--- config.mk ---
export PLATFORM = sky130hd
export DESIGN_NAME = barrel_shift_pipe_flat
export DESIGN_NICKNAME = d
export VERILOG_FILES = /design/src/rtl/alu_pkg.sv /design/src/rtl/barrel_shift_pipe_if.sv /design/src/rtl/barrel_shift_pipe_bs_stage.sv /design/src/rtl/barrel_shift_pipe.sv /design/src/flat_wrapper.sv
export SDC_FILE = /design/constraint.sdc
export NUM_CORES = 1
export LEC_CHECK = 0
export CAP_MARGIN = 0
export CORE_MARGIN = 2
export CORE_UTILIZATION = 58
export CTS_BUF_LIST = sky130_fd_sc_hd__clkbuf_4 sky130_fd_sc_hd__clkbuf_8
export DETAILED_ROUTE_END_ITERATION = 10
export GPL_ROUTABILITY_DRIVEN = 0
export HOLD_SLACK_MARGIN = 0.12
export PLACE_DENSITY = 0.82
export SLEW_MARGIN = 20
export SYNTH_ARGS = -nofsm -noshare
export SYNTH_HDL_FRONTEND = slang
export SYNTH_HIERARCHICAL = 1
export SYNTH_SLANG_ARGS = --single-unit
--- constraint.sdc ---
create_clock -name clk -period 1.7 [get_ports clk]
set_input_delay 0.255 -clock clk [delete_from_list [all_inputs] [get_ports clk]]
set_output_delay 0.255 -clock clk [all_outputs]
set_load 0.005 [all_outputs]
--- src/rtl/alu_pkg.sv ---
// Shared ALU definitions: shift/rotate mode encodings used by the barrel shifter
// and by the ALU control decode.
package alu_pkg;

    localparam int MODE_W = 3;

    localparam logic [MODE_W-1:0] MODE_ROR = 3'b000;
    localparam logic [MODE_W-1:0] MODE_ROL = 3'b001;
    localparam logic [MODE_W-1:0] MODE_LSR = 3'b010;
    localparam logic [MODE_W-1:0] MODE_LSL = 3'b011;
    localparam logic [MODE_W-1:0] MODE_ASR = 3'b100;

endpackage

--- src/rtl/barrel_shift_pipe_if.sv ---
// Operand and result streams of the barrel shifter, each with a valid/ready handshake.
// The master drives operands and accepts results; the slave is the shifter itself.
interface barrel_shift_pipe_if
    import alu_pkg::*;
#(
    parameter int WIDTH = 8
);
    localparam int AMT_W = $clog2(WIDTH);

    logic              in_valid;
    logic              in_ready;
    logic [WIDTH-1:0]  a;
    logic [AMT_W-1:0]  amt;
    logic [MODE_W-1:0] mode;
    logic              out_valid;
    logic              out_ready;
    logic [WIDTH-1:0]  y;
    logic              carry;
    logic              zero;

    modport master (
        output in_valid, a, amt, mode, out_ready,
        input  in_ready, out_valid, y, carry, zero
    );

    modport slave (
        input  in_valid, a, amt, mode, out_ready,
        output in_ready, out_valid, y, carry, zero
    );

endinterface

--- src/rtl/barrel_shift_pipe_bs_stage.sv ---
// One barrel-shifter level: shifts by SHIFT when its amount bit is set, tracks the
// last bit moved out, and optionally registers the result behind a valid/ready slot.
module bs_stage
    import alu_pkg::*;
#(
    parameter  int WIDTH = 8,
    parameter  int SHIFT = 1,
    parameter  bit REG   = 1'b1,
    localparam int AMT_W = $clog2(WIDTH),
    localparam int BIT   = $clog2(SHIFT)
) (
    input  logic              clk,
    input  logic              rst_n,
    input  logic              in_valid,
    output logic              in_ready,
    input  logic [WIDTH-1:0]  in_data,
    input  logic              in_carry,
    input  logic [MODE_W-1:0] in_mode,
    input  logic [AMT_W-1:0]  in_amt,
    output logic              out_valid,
    input  logic              out_ready,
    output logic [WIDTH-1:0]  out_data,
    output logic              out_carry,
    output logic [MODE_W-1:0] out_mode,
    output logic [AMT_W-1:0]  out_amt
);

    logic [WIDTH-1:0] data_next;
    logic             carry_next;

    // Carry is only replaced when this level actually moves bits, so the final
    // value is whatever the last active level shifted or rotated out.
    always_comb begin
        data_next  = in_data;
        carry_next = in_carry;
        if (in_amt[BIT]) begin
            case (in_mode)
                MODE_ROR: begin
                    data_next  = {in_data[SHIFT-1:0], in_data[WIDTH-1:SHIFT]};
                    carry_next = in_data[SHIFT-1];
                end
                MODE_ROL: begin
                    data_next  = {in_data[WIDTH-SHIFT-1:0], in_data[WIDTH-1:WIDTH-SHIFT]};
                    carry_next = in_data[WIDTH-SHIFT];
                end
                MODE_LSR: begin
                    data_next  = {{SHIFT{1'b0}}, in_data[WIDTH-1:SHIFT]};
                    carry_next = in_data[SHIFT-1];
                end
                MODE_LSL: begin
                    data_next  = {in_data[WIDTH-SHIFT-1:0], {SHIFT{1'b0}}};
                    carry_next = in_data[WIDTH-SHIFT];
                end
                MODE_ASR: begin
                    data_next  = {{SHIFT{in_data[WIDTH-1]}}, in_data[WIDTH-1:SHIFT]};
                    carry_next = in_data[SHIFT-1];
                end
                default: ;
            endcase
        end
    end

    generate
        if (REG) begin : g_reg
            logic              full_reg;
            logic [WIDTH-1:0]  data_reg;
            logic              carry_reg;
            logic [MODE_W-1:0] mode_reg;
            logic [AMT_W-1:0]  amt_reg;

            // Loads when empty or when the current occupant leaves this cycle.
            assign in_ready = !full_reg || out_ready;

            always_ff @(posedge clk or negedge rst_n) begin
                if (!rst_n) begin
                    full_reg  <= 1'b0;
                    data_reg  <= '0;
                    carry_reg <= 1'b0;
                    mode_reg  <= '0;
                    amt_reg   <= '0;
                end else if (in_valid && in_ready) begin
                    full_reg  <= 1'b1;
                    data_reg  <= data_next;
                    carry_reg <= carry_next;
                    mode_reg  <= in_mode;
                    amt_reg   <= in_amt;
                end else if (out_ready) begin
                    full_reg  <= 1'b0;
                end
            end

            assign out_valid = full_reg;
            assign out_data  = data_reg;
            assign out_carry = carry_reg;
            assign out_mode  = mode_reg;
            assign out_amt   = amt_reg;
        end else begin : g_comb
            logic unused_clk_rst;
            assign unused_clk_rst = clk ^ rst_n;

            assign in_ready  = out_ready;
            assign out_valid = in_valid;
            assign out_data  = data_next;
            assign out_carry = carry_next;
            assign out_mode  = in_mode;
            assign out_amt   = in_amt;
        end
    endgenerate

endmodule

--- src/rtl/barrel_shift_pipe.sv ---
// Pipelined barrel shifter/rotator: AMT_W binary-weighted shift levels chained by
// valid/ready, with carry-out and a zero flag on the final result.
module barrel_shift_pipe
    import alu_pkg::*;
#(
    parameter int WIDTH    = 8,
    parameter bit PIPELINE = 1'b1
) (
    input  logic                clk,
    input  logic                rst_n,
    barrel_shift_pipe_if.slave  bus
);

    localparam int AMT_W = $clog2(WIDTH);

    // Index gi is the input of level gi; index AMT_W is the result side.
    logic              st_valid [AMT_W+1];
    logic              st_ready [AMT_W+1];
    logic [WIDTH-1:0]  st_data  [AMT_W+1];
    logic              st_carry [AMT_W+1];
    logic [MODE_W-1:0] st_mode  [AMT_W+1];
    logic [AMT_W-1:0]  st_amt   [AMT_W+1];

    assign st_valid[0]  = bus.in_valid;
    assign st_data[0]   = bus.a;
    assign st_carry[0]  = 1'b0;
    assign st_mode[0]   = bus.mode;
    assign st_amt[0]    = bus.amt;
    assign bus.in_ready = st_ready[0];

    // Without per-level pipelining only the last level keeps its register.
    generate
        for (genvar gi = 0; gi < AMT_W; gi++) begin : g_stage
            bs_stage #(
                .WIDTH (WIDTH),
                .SHIFT (1 << gi),
                .REG   (PIPELINE || (gi == AMT_W - 1))
            ) u_stage (
                .clk       (clk),
                .rst_n     (rst_n),
                .in_valid  (st_valid[gi]),
                .in_ready  (st_ready[gi]),
                .in_data   (st_data[gi]),
                .in_carry  (st_carry[gi]),
                .in_mode   (st_mode[gi]),
                .in_amt    (st_amt[gi]),
                .out_valid (st_valid[gi+1]),
                .out_ready (st_ready[gi+1]),
                .out_data  (st_data[gi+1]),
                .out_carry (st_carry[gi+1]),
                .out_mode  (st_mode[gi+1]),
                .out_amt   (st_amt[gi+1])
            );
        end
    endgenerate

    assign st_ready[AMT_W] = bus.out_ready;
    assign bus.out_valid   = st_valid[AMT_W];
    assign bus.y           = st_data[AMT_W];
    assign bus.carry       = st_carry[AMT_W];
    // Gated by valid so an empty output (including after reset) never reports zero.
    assign bus.zero        = st_valid[AMT_W] && (st_data[AMT_W] == '0);

    logic unused_tail;
    assign unused_tail = ^{st_mode[AMT_W], st_amt[AMT_W]};

endmodule

--- src/flat_wrapper.sv ---
// flat-port wrapper written by rule: the top's interface ports become plain ports
module barrel_shift_pipe_flat import alu_pkg::*;
#(
    parameter int WIDTH    = 8,
    parameter bit PIPELINE = 1'b1
)
  (clk, rst_n, bus_in_valid, bus_a, bus_amt, bus_mode, bus_out_ready, bus_in_ready, bus_out_valid, bus_y, bus_carry, bus_zero);
  barrel_shift_pipe_if #(.WIDTH(WIDTH)) bus_i ();
  input  logic clk;
  input  logic rst_n;
  input wire logic [$bits(bus_i.in_valid)-1:0] bus_in_valid;
  input wire logic [$bits(bus_i.a)-1:0] bus_a;
  input wire logic [$bits(bus_i.amt)-1:0] bus_amt;
  input wire logic [$bits(bus_i.mode)-1:0] bus_mode;
  input wire logic [$bits(bus_i.out_ready)-1:0] bus_out_ready;
  output wire logic [$bits(bus_i.in_ready)-1:0] bus_in_ready;
  output wire logic [$bits(bus_i.out_valid)-1:0] bus_out_valid;
  output wire logic [$bits(bus_i.y)-1:0] bus_y;
  output wire logic [$bits(bus_i.carry)-1:0] bus_carry;
  output wire logic [$bits(bus_i.zero)-1:0] bus_zero;
  assign bus_i.in_valid = bus_in_valid;
  assign bus_i.a = bus_a;
  assign bus_i.amt = bus_amt;
  assign bus_i.mode = bus_mode;
  assign bus_i.out_ready = bus_out_ready;
  assign bus_in_ready = bus_i.in_ready;
  assign bus_out_valid = bus_i.out_valid;
  assign bus_y = bus_i.y;
  assign bus_carry = bus_i.carry;
  assign bus_zero = bus_i.zero;
  barrel_shift_pipe #(.WIDTH(WIDTH), .PIPELINE(PIPELINE)) u_core (.clk(clk), .rst_n(rst_n), .bus(bus_i));
endmodule
==> flow_summary.toml, run 1 <==
[worst_setup_path]
cp-end-kind = "primary output"
cp.depth = 3
worst_path_largest_cell_delay_ns = 0.53
r2r_slack_ns = 0.19
crit_family = "simple AND/OR/NAND/NOR gates"
crit_required_ns = 1.44
worst-path-max-fanout = 2
reg2reg_depth = 4
cp_cell_sequence = "or4b_4 > nor4_2 > buf_2"
cp_slowest_cell = "or4b_4"
cp-start-kind = "flop"
crit_arrival_ns = 1.47
critPathKind = "reg2out"
critPathBufInv = 1

[route]
wl_per_cell_um = 15.4
vias = 1991
ant_nets = 0
detail_route.wirelength_um = 5100
avgViaCountPerCell = 6.00
first_pass_iters = 4
drt_iter0_drc = 110
drc = 0

[global_route]
grt_max_degree = 24
grt_pass1_vias = 1879
grt_pass1_wl_um = 8710
antenna_found_initial = 0
gr-total-overflow = 0
track_usage = 0.265

[synth]
mappedNetlistArea_mm2 = 0.00223
yosys_warnings = 6
synthesis.instances = 238
syn_nets = 256
syn_area_per_cell_um2 = 9.38

[worst_hold_path]
hp-class = "in2async"

[run_status]
outcome = "finished, violations left"
violations = "negative setup slack"

[clock_tree]
clk_latency_ns = 0.29
cts_buffers = 5
clockRootBuffer = "clkbuf_8"
tritoncts = "built"
cts_setup_buffers = 0
clockBufferDepth = 2
cts_sinks = 39
path_clk_slew_ns = 0.08
cts.htree.levels = 2

[placed_design]
pre_cts_ws_ns = -0.263
placed_area_mm2 = 0.00266
placed_cells = 323
dpl.hpwl_um = 3750
portBuffers = 29

[power]
clkPwrFrac = 0.241
p_leak_nw = 1.26
p_seq_frac = 0.426
pwr_density_cell_mw_per_mm2 = 1180
combPwrFrac = 0.333
p_int_mw = 2.26
p_total_mw = 3.31
vdd_drop_max_mv = 0.569
switchingPower_mw = 1.05
switching_share = 0.318

[timing]
fin_tns_setup_ns = -0.0248
slew_viol_final = 0
hold_viol_final = 0
fmax_mhz = 580
rsz0062_at_grt = "true"
worst_slew_pin_slew_ns = 0.504
setup_slack_ns = -0.0248
setup_viol = 1
fin_crit_ns = 1.72
relSlewSlack = 0.664
skew_ns = 0.00688
whs_ns = 0.454
fin_crit_sh = 1.01

[layout]
fill_cells = 268
multiInputGateArea_mm2 = 0.00116
fin_cells = 332
antenna_cells = 0
drive_above_1_share = 0.194
area_growth_pct = 25.5
register_area_um2 = 976
final_core_util = 0.759
nNetsFinal = 301
design_area_mm2 = 0.00280

[floorplanning]
die-area_mm2 = 0.00436
coreArea_mm2 = 0.00369
start_util = 0.605
ios = 30
die_h_um = 66.0
core.rowCount = 22
die_w_um = 66.0

[flow_run]
cap_violations = 0
per-layer routing:
| layer | GRT usage | share of wire | vias to the layer above |
|---|---|---|---|
| met5 | 0 | 0 | - |
| met2 | 0.523 | 0.55 | 56 |
| li1 | - | - | 957 |
| met1 | 0.269 | 0.39 | 965 |
| met4 | 0.105 | 0.025 | 0 |
| met3 | 0.0494 | 0.037 | 13 |
cell type report:
cell class,count,share of cell area
inverter,3,0.00402
tap,48,0.0214
sequential,39,0.348
clock inverter,2,0.0125
multi-input combinational,182,0.413
clock buffer,6,0.0295
timing repair buffer,52,0.172
cells in the final DEF, fill, tap and decap left out, drive strengths merged, types with 3 or more instances in the layout:
cell           instances
a221oi                 3
o31ai                  3
a21oi                 10
a311oi                 5
nand2b                 9
clkdlybuf4s50         26
nor2                  17
clkbuf                 6
o21ai                 26
a22o                   5
inv                    3
nand2                 44
nor2b                  7
a21o                   4
dfrtp                 39
o22ai                  3
a32o                   5
a22oi                  3
and2                   5
mux2i                  6
a32oi                  3
buf                   24
what timing repair did:
item                                   CTS  global route
setup endpoints to repair                2             2
hold buffers                             1             0
pin swaps                                1             0
gates resized for setup                  8             1
endpoints found under the hold margin   21             0
power by group through the flow:
stage	combinational, mW	sequential [mW]	clock (mW)
after floorplan	0.642	1.34	0
after global placement	1.05	1.40	0
after detailed placement	1.09	1.41	0
after CTS	1.11	1.40	0.803
after global routing	1.22	1.44	0.841
final	1.10	1.41	0.798
state kept, by name (all words and copies together) (netlist names):
| signal | flops |
|---|---|
| u_core/g_stage.u_stage/out_data | 24 |
| u_core/g_stage.u_stage/out_mode | 6 |
| u_core/g_stage.u_stage/out_amt | 3 |
| u_core/g_stage.u_stage/out_carry | 3 |
| u_core/g_stage.u_stage/out_valid | 3 |
worst paths after layout:
kind / from / to
min in group clk: u_core/g_stage[0].u_stage/out_amt[2] / u_core/g_stage[1].u_stage/out_amt[2]
max in group asynchronous: rst_n / u_core/g_stage[1].u_stage/out_data[1]
hold / removal: rst_n / u_core/g_stage[2].u_stage/out_data[6]
setup reg to reg: u_core/g_stage[1].u_stage/out_mode[0] / u_core/g_stage[2].u_stage/out_data[4]
setup / recovery: u_core/g_stage[2].u_stage/out_data[4] / bus_zero
hold reg to reg: u_core/g_stage[0].u_stage/out_amt[2] / u_core/g_stage[1].u_stage/out_amt[2]
worst reg2reg max path, cell delays in order, from the launching register on:
cell and delay [ns]:
dfrtp_1 0.46, or4b_1 0.55, o21ai_2 0.11, o21ai_1 0.11
a22o_1 0.19
Power figures use the tool's default switching activity.
==> run 2, diff against run 1 <==
--- a/config.mk
+++ b/config.mk
@@ -9,6 +9,8 @@
 export CORE_MARGIN = 2
 export CORE_UTILIZATION = 58
 export CTS_BUF_LIST = sky130_fd_sc_hd__clkbuf_4 sky130_fd_sc_hd__clkbuf_8
+export CTS_CLUSTER_DIAMETER = 150
+export CTS_CLUSTER_SIZE = 25
 export DETAILED_ROUTE_END_ITERATION = 10
 export GPL_ROUTABILITY_DRIVEN = 0
 export HOLD_SLACK_MARGIN = 0.12
==> results of run 2 <==
The final DEF is identical to that of run 1; final timing and power are the same.
==> run 3, diff against run 2 <==
--- a/config.mk
+++ b/config.mk
@@ -5,11 +5,10 @@
 export SDC_FILE = /design/constraint.sdc
 export NUM_CORES = 1
 export LEC_CHECK = 0
-export CAP_MARGIN = 0
 export CORE_MARGIN = 2
 export CORE_UTILIZATION = 58
 export CTS_BUF_LIST = sky130_fd_sc_hd__clkbuf_4 sky130_fd_sc_hd__clkbuf_8
-export CTS_CLUSTER_DIAMETER = 150
+export CTS_CLUSTER_DIAMETER = 200
 export CTS_CLUSTER_SIZE = 25
 export DETAILED_ROUTE_END_ITERATION = 10
 export GPL_ROUTABILITY_DRIVEN = 0
==> results of run 3 <==
The final DEF is identical to that of run 1; final timing and power are the same.
